<file path="config.mk">
export PLATFORM = sky130hd
export DESIGN_NAME = comb_always_rr_select
export DESIGN_NICKNAME = d
export VERILOG_FILES = /design/src/rtl/comb_always_rr_select.sv
export SDC_FILE = /design/constraint.sdc
export NUM_CORES = 1
export LEC_CHECK = 0
export CORE_MARGIN = 4
export CORE_UTILIZATION = 35
export CTS_CLUSTER_DIAMETER = 100
export DETAILED_ROUTE_END_ITERATION = 8
export PLACE_DENSITY = 0.72
export SKIP_LAST_GASP = 1
export SLEW_MARGIN = 10
export SYNTH_ARGS = -nofsm -noshare
export SYNTH_HDL_FRONTEND = slang
export SYNTH_SLANG_ARGS = --single-unit
</file>
<file path="constraint.sdc">
create_clock -name clk -period 2.8 [get_ports clk]
set_clock_uncertainty 0.15 [all_clocks]
set_input_delay 0.56 -clock clk [delete_from_list [all_inputs] [get_ports clk]]
set_output_delay 0.56 -clock clk [all_outputs]
set_load 0.02 [all_outputs]
</file>
<file path="src/rtl/comb_always_rr_select.sv">
// Round-robin arbiter: NUM_CH valid/ready producers onto one registered output stage.
// Define COMB_ALWAYS_RR_LOCK_EN to add in_last and hold a grant until a packet's final beat.
module comb_always_rr_select #(
  parameter  int NUM_CH = 4,
  parameter  int WIDTH  = 8,
  localparam int SEL_W  = $clog2(NUM_CH)
) (
  input  logic                    clk,
  input  logic                    rst,
  input  logic [NUM_CH-1:0]       in_valid,
  input  logic [NUM_CH*WIDTH-1:0] in_data,
`ifdef COMB_ALWAYS_RR_LOCK_EN
  input  logic [NUM_CH-1:0]       in_last,
`endif
  output logic [NUM_CH-1:0]       in_ready,
  output logic                    out_valid,
  output logic [WIDTH-1:0]        out_data,
  output logic [SEL_W-1:0]        out_sel,
  input  logic                    out_ready
);

  logic [SEL_W-1:0] ptr_q, ptr_d;
  logic [SEL_W-1:0] grant_idx, next_idx;
  logic [WIDTH-1:0] grant_data;
  logic             grant_any, load, xfer;

`ifdef COMB_ALWAYS_RR_LOCK_EN
  typedef enum logic {ST_IDLE, ST_LOCKED} state_e;
  state_e           state_q, state_d;
  logic [SEL_W-1:0] lock_q, lock_d;
`endif

  always_comb begin : arbitrate
    int cand;
    // NOTE: every output of this block gets a default first so no path leaves it unassigned (no latches).
    cand       = 0;
    grant_any  = 1'b0;
    grant_idx  = '0;
    grant_data = '0;
    in_ready   = '0;
    ptr_d      = ptr_q;
`ifdef COMB_ALWAYS_RR_LOCK_EN
    state_d    = state_q;
    lock_d     = lock_q;
    if (state_q == ST_LOCKED) begin
      // A locked channel that drops valid simply stalls; nobody else may cut in.
      grant_any = in_valid[lock_q];
      grant_idx = lock_q;
    end else
`endif
    begin
      for (int i = 0; i < NUM_CH; i++) begin
        cand = int'(ptr_q) + i;
        if (cand >= NUM_CH) cand -= NUM_CH;
        if (!grant_any && in_valid[cand]) begin
          grant_any = 1'b1;
          grant_idx = SEL_W'(cand);
        end
      end
    end

    load = !out_valid || out_ready;
    xfer = !rst && load && grant_any;

    for (int k = 0; k < NUM_CH; k++) begin
      if (grant_idx == SEL_W'(k)) begin
        grant_data  = in_data[k*WIDTH +: WIDTH];
        in_ready[k] = xfer;
      end
    end

    next_idx = (grant_idx == SEL_W'(NUM_CH - 1)) ? '0 : grant_idx + 1'b1;

    if (xfer) begin
`ifdef COMB_ALWAYS_RR_LOCK_EN
      if (in_last[grant_idx]) begin
        state_d = ST_IDLE;
        ptr_d   = next_idx;
      end else begin
        state_d = ST_LOCKED;
        lock_d  = grant_idx;
      end
`else
      ptr_d = next_idx;
`endif
    end
  end

  // NOTE: sequential state uses non-blocking assignments so every register samples pre-edge values.
  always_ff @(posedge clk or posedge rst) begin
    if (rst) begin
      out_valid <= 1'b0;
      out_data  <= '0;
      out_sel   <= '0;
      ptr_q     <= '0;
`ifdef COMB_ALWAYS_RR_LOCK_EN
      state_q   <= ST_IDLE;
      lock_q    <= '0;
`endif
    end else begin
      ptr_q <= ptr_d;
`ifdef COMB_ALWAYS_RR_LOCK_EN
      state_q <= state_d;
      lock_q  <= lock_d;
`endif
      if (load) begin
        if (xfer) begin
          out_valid <= 1'b1;
          out_data  <= grant_data;
          out_sel   <= grant_idx;
        end else begin
          out_valid <= 1'b0;
        end
      end
    end
  end

endmodule

</file>
# == Yosys cells after proc, flatten, opt, wreduce, memory -nomap -nowiden ==
# Index checks and enable logic that the tools add are counted.
# word_totals
inputBits,39
latchBits,0
romBits,0
mem_count,0
out_inout_bits,15
register_bits,13
ram_bits,0
# classes
div,0
reduce_logical,13
add_sub_neg,8
mux,34
magnitude_cmp,8
multipliers,0
shift,0
n_eq_ne,3
n_bitwise,0
# op_table
cell,n
"32-bit by 4-bit less-than comparator with 1-bit output, second input constant",4
32-bit two-way mux,4
8-bit two-way mux,4
1-bit two-way mux,17
"3-bit by 3-bit subtractor with 4-bit output, second input constant",3
2-bit two-way mux,5
"3-bit >= comparator, second input constant",3
1-bit binary-select mux with 2-bit select,4
"2-bit by 2-bit adder with 3-bit output, second input constant",2
1-bit logical AND,5
1-bit zero test,5
"2-bit == test, second input constant",2
"2-bit by 3-bit subtractor with 4-bit output, second input constant",1
"2-bit by 1-bit adder with 3-bit output, second input constant",1
"2-bit by 3-bit >= comparator with 1-bit output, second input constant",1
"2-bit by 1-bit adder with 2-bit output, second input constant",1
"2-bit by 1-bit == test with 1-bit output, second input constant",1
2-bit zero test,1
2-bit AND reduction,1
1-bit logical OR,1

# == Logic depth before layout (Yosys ltp) ==
# Gate-level depths: netlist (run 1).
# depth
ltp_word,20
mapped_depth,9
depth_no_buf,7

# == Worst setup path after synthesis (run 1) ==
# No wires, ideal clock.
# synth_timing
path_kind,input-to-output
start,input in_valid[0]
end,output in_ready[2]
t_arrival_ps,2046
cell_stages,6
slack_ps,44
required_time_ps,2090
cell_sequence,nor4_2 > or4_1 > ha_1 > buf_4 > clkbuf_1 > and2_4
# synth_between
elab_chain_len,15
# synth_rtl
item,line_no,rtl
from (decl),10,"input logic [NUM_CH-1:0] in_valid,"
1-bit binary-select mux with 2-bit select,55,if (!grant_any && in_valid[cand]) begin
1-bit two-way mux (implied by the code) (2 in series),55,
1-bit two-way mux,55,
1-bit zero test,55,
1-bit logical AND,55,
1-bit two-way mux,55,
1-bit zero test,55,
1-bit logical AND,55,
1-bit two-way mux,55,
1-bit zero test,55,
1-bit logical AND,55,
2-bit two-way mux / 1-bit two-way mux (equally long branches),55,
2-bit == test / 1-bit logical AND (equally long branches),"66, 63",
1-bit two-way mux (*),66,if (grant_idx == SEL_W'(k)) begin
to (decl),15,"output logic [NUM_CH-1:0] in_ready,"
# Every way passes the cells marked *; elsewhere a longest branch is shown, timed or not. The select of a mux whose other input is x is not followed.

# == Final worst setup path (run 1) ==
# layout_timing
start,input in_valid[0]
end,output in_ready[0]
# layout_between
elab_chain_len,15
# layout_rtl
item,line_no
1-bit binary-select mux with 2-bit select,55
1-bit two-way mux (implied by the code) (2 in series),55
1-bit two-way mux,55
1-bit zero test,55
1-bit logical AND,55
1-bit two-way mux,55
1-bit zero test,55
1-bit logical AND,55
1-bit two-way mux,55
1-bit zero test,55
1-bit logical AND,55
2-bit two-way mux / 1-bit two-way mux (equally long branches),55
2-bit zero test / 1-bit logical AND (equally long branches),"66, 63"
1-bit two-way mux (*),66
# Marks and branches as above.

==> results of run 1 <==
-- placed cells by master (no fill, tap or decap), types with 2 or more instances in the layout --
cell / netlist / routed
clkbuf_2: 0 / 2
clkbuf_4: 0 / 3
clkdlybuf4s50_1: 0 / 45
a221o_1: 8 / 8
inv_2: 2 / 2
clkdlybuf4s15_2: 0 / 2
or4_4: 1 / 2
inv_1: 9 / 9
nor2_1: 3 / 3
a21oi_1: 10 / 9
ha_2: 0 / 2
nor2b_1: 2 / 2
dfrtp_1: 13 / 12
buf_2: 1 / 3
a31oi_1: 16 / 16
ha_1: 4 / 2
and2_1: 3 / 3
nand3b_1: 8 / 8
nand2b_1: 3 / 3
o31ai_1: 4 / 4
nand2_1: 9 / 8
buf_4: 1 / 17
-- what timing repair did --
item,4_1_cts,5_1_grt
buffers inserted,1,0
setup endpoints to repair,4,3
hold endpoints to repair,0,0
pin swaps,2,0
gates resized for setup,26,9
-- cell families after synthesis --
group | share of synthesized area
AND/OR/NAND/NOR | 0.233
flip-flops | 0.312
AO/OA/AOI/OAI | 0.284
adder cells (fa/ha/maj) | 0.0481
buffers and inverters | 0.0985
multiplexers | 0.0240
-- metal layers --
layer  GRT usage  share of wire
met1       0.215           0.43
met2       0.313           0.48
met3      0.0378          0.066
met4      0.0771          0.018
met5           0              0
-- final cells by class --
class                   instances  area (sq um)  share of cell area
repair buffers                 70           634               0.368
well taps                      31          38.8              0.0225
multi-input cells              85           654               0.380
clock buffers                   4          26.3              0.0153
flip-flops and latches         13           327               0.190
inverters                      11          41.3              0.0240
-- metrics by stage --
step,setup WS [ps],TNS (ps),utilization,instances
after CTS,18.4,0,0.613,214
final,58.4,0,0.614,214
after floorplan,44.4,0,-,118
after global placement,-624,-3630,0.595,209
after global routing,9.02,0,0.614,214
after detailed placement,-649,-4080,0.595,209
-- Yosys cell counts (2+ instances only) --
library cell | n | area share
a21oi_1 | 10 | 0.048
a221o_1 | 8 | 0.077
a31oi_1 | 16 | 0.096
and2_1 | 3 | 0.018
buf_6 | 3 | 0.032
clkbuf_1 | 3 | 0.011
dfrtp_1 | 13 | 0.31
ha_1 | 4 | 0.048
inv_1 | 9 | 0.032
inv_2 | 2 | 0.0072
nand2_1 | 9 | 0.032
nand2b_1 | 3 | 0.018
nand3b_1 | 8 | 0.058
nor2_1 | 3 | 0.011
nor2b_1 | 2 | 0.012
o31ai_1 | 4 | 0.029
-- state kept, by name, indices dropped and copies added (netlist names) --
name / count
out_data: 8
out_valid: 1
out_sel: 2
ptr_q: 2
-- worst max-delay path, stage by stage --
cell and delay, ps:
clkdlybuf4s15_2 240, mux2i_1 140, nor2_1 80, or4_4 500, ha_2 210, and2_1 140
buf_2 150
-- power by group --
| group | leakage [nW] | switching (W) | internal, W |
|---|---|---|---|
| Combinational | 0.556 | 0.000401 | 0.000423 |
| Sequential | 0.148 | 0.0000542 | 0.000263 |
| Clock | 0.0150 | 0.0000695 | 0.0000554 |
-- worst paths after layout --
kind                            slack (ps)                       to  cells past startpoint                   start
worst max-delay path                    60              in_ready[0]                      7             in_valid[0]
worst min-delay path                   390   out_sel[0]$_DFFE_PP0P_                      2  out_sel[0]$_DFFE_PP0P_
worst max register to register         430  out_data[6]$_DFFE_PP0P_                      7    ptr_q[1]$_DFFE_PP0N_
worst min register to register         390   out_sel[0]$_DFFE_PP0P_                      2  out_sel[0]$_DFFE_PP0P_
max in group asynchronous             1600     ptr_q[1]$_DFFE_PP0N_                      4                     rst
min in group asynchronous              690    out_valid$_DFFE_PP0N_                      4                     rst
==> run_results.csv, run 1 <==
group,metric,value,unit
routing,wl_per_cell,15.4,microns
sta,max_slew.worst_pin.slew,456,ps
layout,fill_cells,260,
placed_design,dp_hpwl,2550,microns
floorplan,die_w,62.5,microns
cts,cts_root_buf,"clkbuf_4",
grt,first_global_vias,1277,
grt,gr-total-overflow,0,
sta,rsz0062_at_grt,"false",
cts,ctsHoldBuffers,0,
cts,clock_latency,290,ps
pwr,p_leak,0.719,nW
min_path,hold_path_class,"reg -> reg",
floorplan,fp.dieH,62.5,microns
layout,antenna_cells,0,
grt,grt_antenna_before_repair,0,
sta,min_period,2740,ps
placed_design,gp_congestion,0.854,
floorplan,io-pin-count,54,
routing,drt_pass1_iterations,4,
layout,fin_area,1720,sq um
setup_path,worstSetupPathType,"in -> out",
floorplan,dieArea,3910,sq um
cts,clk_path_buf_depth,2,
setup_path,cp.arrival,2030,ps
setup_path,start_kind,"input pin",
floorplan,initial_core_util,0.371,
layout,drive_gt1_frac,0.235,
setup_path,critical_path_peak_fanout,5,
synthesis,ys_seq_area_frac,0.313,
synthesis,synth-edff-count,0,
pwr,peakVddDrop,0.268,mV
sta,hold_viol,0,
sta,setup_viol,0,
pwr,power.total,0.00127,W
synthesis,synth_area,1040,sq um
synthesis,syn_area_per_cell,8.82,sq um
layout,nets,227,
routing,drtIter0Drc,48,
grt,grt_max_degree,22,
sta,slew_violations,0,
layout,syn_to_final_growth,65.4,%
grt,grt_pass1_wl,5720,microns
cts,htreeDepth,1,
cts,path_clk_slew,90,ps
synthesis,syn_nets,161,
sta,fin_hold_ws,389,ps
pwr,power_density,735,nW/um^2
sta,period_share,0.979,
setup_path,cp-end-kind,"output pin",
floorplan,core,2810,sq um
routing,drt_wl_total,3310,microns
routing,vias,1182,
flow_run,maxCapViolations,0,
setup_path,cp.required,2090,ps
routing,via_per_inst,5.52,
routing,ant_nets,0,
placed_design,place_area,1670,sq um
outcome,outcome,"finished clean",
synthesis,postSynthCellCount,118,
placed_design,placement.io_buffers,53,
cts,cts.sinks,13,
synthesis,ys_types,34,
synthesis,ys_warn_count,0,
synthesis,ys.flop_type,"dfrtp_1",
synthesis,synth-seq-cells,13,
synthesis,ys_async_sr_fraction,1.00,
routing,drc,0,
sta,max_freq,365,MHz
floorplan,rows,19,
sta,max_slew_margin,0.696,
cts,cts_tree,"built",
grt,grt_usage,0.181,
cts,cts_buffers,3,
Note: power is estimated with default switching activity, not from simulation.
==> run 2, diff against run 1 <==
--- a/config.mk
+++ b/config.mk
@@ -9,7 +9,7 @@
 export CORE_UTILIZATION = 35
 export CTS_CLUSTER_DIAMETER = 100
 export DETAILED_ROUTE_END_ITERATION = 8
-export PLACE_DENSITY = 0.72
+export PLACE_DENSITY = 0.68
 export SKIP_LAST_GASP = 1
 export SLEW_MARGIN = 10
 export SYNTH_ARGS = -nofsm -noshare
==> run 2 against run 1 <==
  * Register-to-register slack worse by 50 ps
  * Global-route usage down 1.6 points
  * Power fell by 1.2%
  * Via count rose by 1.3%
  * Clock-buffer cell count unchanged
  * Cell count did not move
  * Worst setup slack better by 25 ps
==> run_results.csv, run 2 (synthesis results as in run 1) <==
group,metric,value,unit
outcome,outcome,"finished clean",
pwr,pwr-share-comb,0.660,
placed_design,place_ws,-714,ps
sta,setup_viol,0,
routing,drtIter0Drc,47,
cts,cts_buffers,3,
min_path,hold_path_depth,2,
setup_path,cp.required,2090,ps
cts,cts_tree,"built",
sta,period_share,0.970,
setup_path,reg2reg_slack,380,ps
pwr,clockPowerShare,0.090,
layout,antenna_cells,0,
pwr,p_leak,0.716,nW
floorplan,rows,19,
floorplan,die_w,62.5,microns
setup_path,critical_path_peak_fanout,4,
cts,clock_latency,260,ps
placed_design,gp_congestion,0.906,
grt,grt_max_degree,22,
layout,largest_reg_flops,8,
grt,gr-total-overflow,0,
layout,regMostFlops,"out_data",
floorplan,io-pin-count,54,
layout,nets,227,
cts,cts_root_buf,"clkbuf_4",
flow_run,maxCapViolations,0,
pwr,switching_power,0.000510,W
layout,fill_cells,263,
routing,vias,1197,
setup_path,worstSetupPathType,"reg -> out",
pwr,power.total,0.00125,W
grt,grt_usage,0.165,
grt,grt_pass1_wl,5380,microns
pwr,peakVddDrop,0.312,mV
placed_design,dp_hpwl,2590,microns
pwr,power_density,734,nW/um^2
setup_path,cp-end-kind,"output pin",
routing,drc,0,
routing,drt_wl_total,3290,microns
min_path,hold_path_class,"reg -> reg",
routing,ant_nets,0,
layout,layout_commonest_cell,"clkdlybuf4s50_1",
floorplan,core,2810,sq um
cts,htreeDepth,1,
sta,rsz0062_at_grt,"true",
routing,wl_per_cell,15.4,microns
sta,setup_ws,82.9,ps
pwr,power.share.switching,0.408,
grt,grt_antenna_before_repair,0,
cts,cts.sinks,13,
floorplan,dieArea,3910,sq um
cts,clk_path_buf_depth,2,
pwr,seq_power_share,0.250,
layout,syn_to_final_growth,63.6,%
layout,drive_gt1_frac,0.240,
setup_path,cp.arrival,2010,ps
pwr,p_int,0.000741,W
grt,first_global_vias,1172,
placed_design,placement.io_buffers,53,
sta,hold_viol,0,
floorplan,fp.dieH,62.5,microns
floorplan,initial_core_util,0.371,
layout,top_regs,"out_data: 8 flops, out_sel: 2 flops, ptr_q: 2 flops",
layout,post-route-util,0.607,
cts,path_clk_slew,80,ps
setup_path,reg2regPathDepth,7,
sta,slew_violations,0,
routing,via_per_inst,5.59,
setup_path,start_kind,"register",
sta,min_period,2720,ps
sta,max_freq,368,MHz
sta,max_slew_margin,0.697,
layout,final_cell_mix,"45 x clkdlybuf4s50_1, 17 x buf_4, 16 x a31oi_1",
routing,drt_pass1_iterations,4,
sta,fin_setup_tns,0,ps
sta,max_slew.worst_pin.slew,455,ps
## run 2: path summary, 6_finish.rpt
check | start | end
setup / recovery | ptr_q[1]$_DFFE_PP0N_ | in_ready[0]
hold / removal | out_sel[1]$_DFFE_PP0P_ | out_sel[1]$_DFFE_PP0P_
hold reg to reg | out_sel[1]$_DFFE_PP0P_ | out_sel[1]$_DFFE_PP0P_
setup reg to reg | ptr_q[1]$_DFFE_PP0N_ | out_data[3]$_DFFE_PP0P_
min in group asynchronous | rst | out_sel[0]$_DFFE_PP0P_
max in group asynchronous | rst | out_data[0]$_DFFE_PP0P_
## run 2: area by class of cell
| class | instances | area [sq um] | share of cell area |
|---|---|---|---|
| clock buffer | 4 | 26.3 | 0.0154 |
| sequential | 13 | 325 | 0.191 |
| timing repair buffer | 70 | 624 | 0.367 |
| inverter | 11 | 41.3 | 0.0242 |
| tap | 31 | 38.8 | 0.0228 |
| multi-input combinational | 85 | 647 | 0.380 |
## run 2: power by group through the flow
stage | Clock, W | Sequential, W | Combinational, W
after floorplan | 0 | 0.000385 | 0.000385
after global placement | 0 | 0.000311 | 0.000787
after detailed placement | 0 | 0.000316 | 0.000797
after CTS | 0.000114 | 0.000312 | 0.000810
after global routing | 0.000123 | 0.000325 | 0.000902
final | 0.000112 | 0.000313 | 0.000826
## run 2: timing repair
| item | 4_1_cts | 5_1_grt |
|---|---|---|
| setup endpoints to repair | 10 | 4 |
| setup buffers | 0 | 2 |
| pin swaps | 0 | 1 |
| resized for setup | 29 | 9 |
| hold buffers | 0 | 0 |
## run 2: critical path, stage by stage, from the launching register on
cell,delay (ps)
dfrtp_1,430
mux2i_1,250
nor2_2,80
or4_4,500
ha_2,210
and2_1,130
buf_2,150
## run 2: per-layer routing
layer | vias up | track usage | part of all wire
met4 | 0 | 0.0606 | 0.024
met3 | 11 | 0.0252 | 0.048
met5 | - | 0 | 0
met2 | 46 | 0.272 | 0.50
li1 | 575 | - | -
met1 | 565 | 0.216 | 0.43
## run 2: per-stage QoR
stage | instances | area (sq um) | hold slack, ps
after floorplan | 118 | 1040 | 266
after global placement | 208 | 1660 | 345
after detailed placement | 208 | 1660 | 357
after CTS | 212 | 1700 | 375
after global routing | 214 | 1700 | 412
final | 214 | 1700 | 367
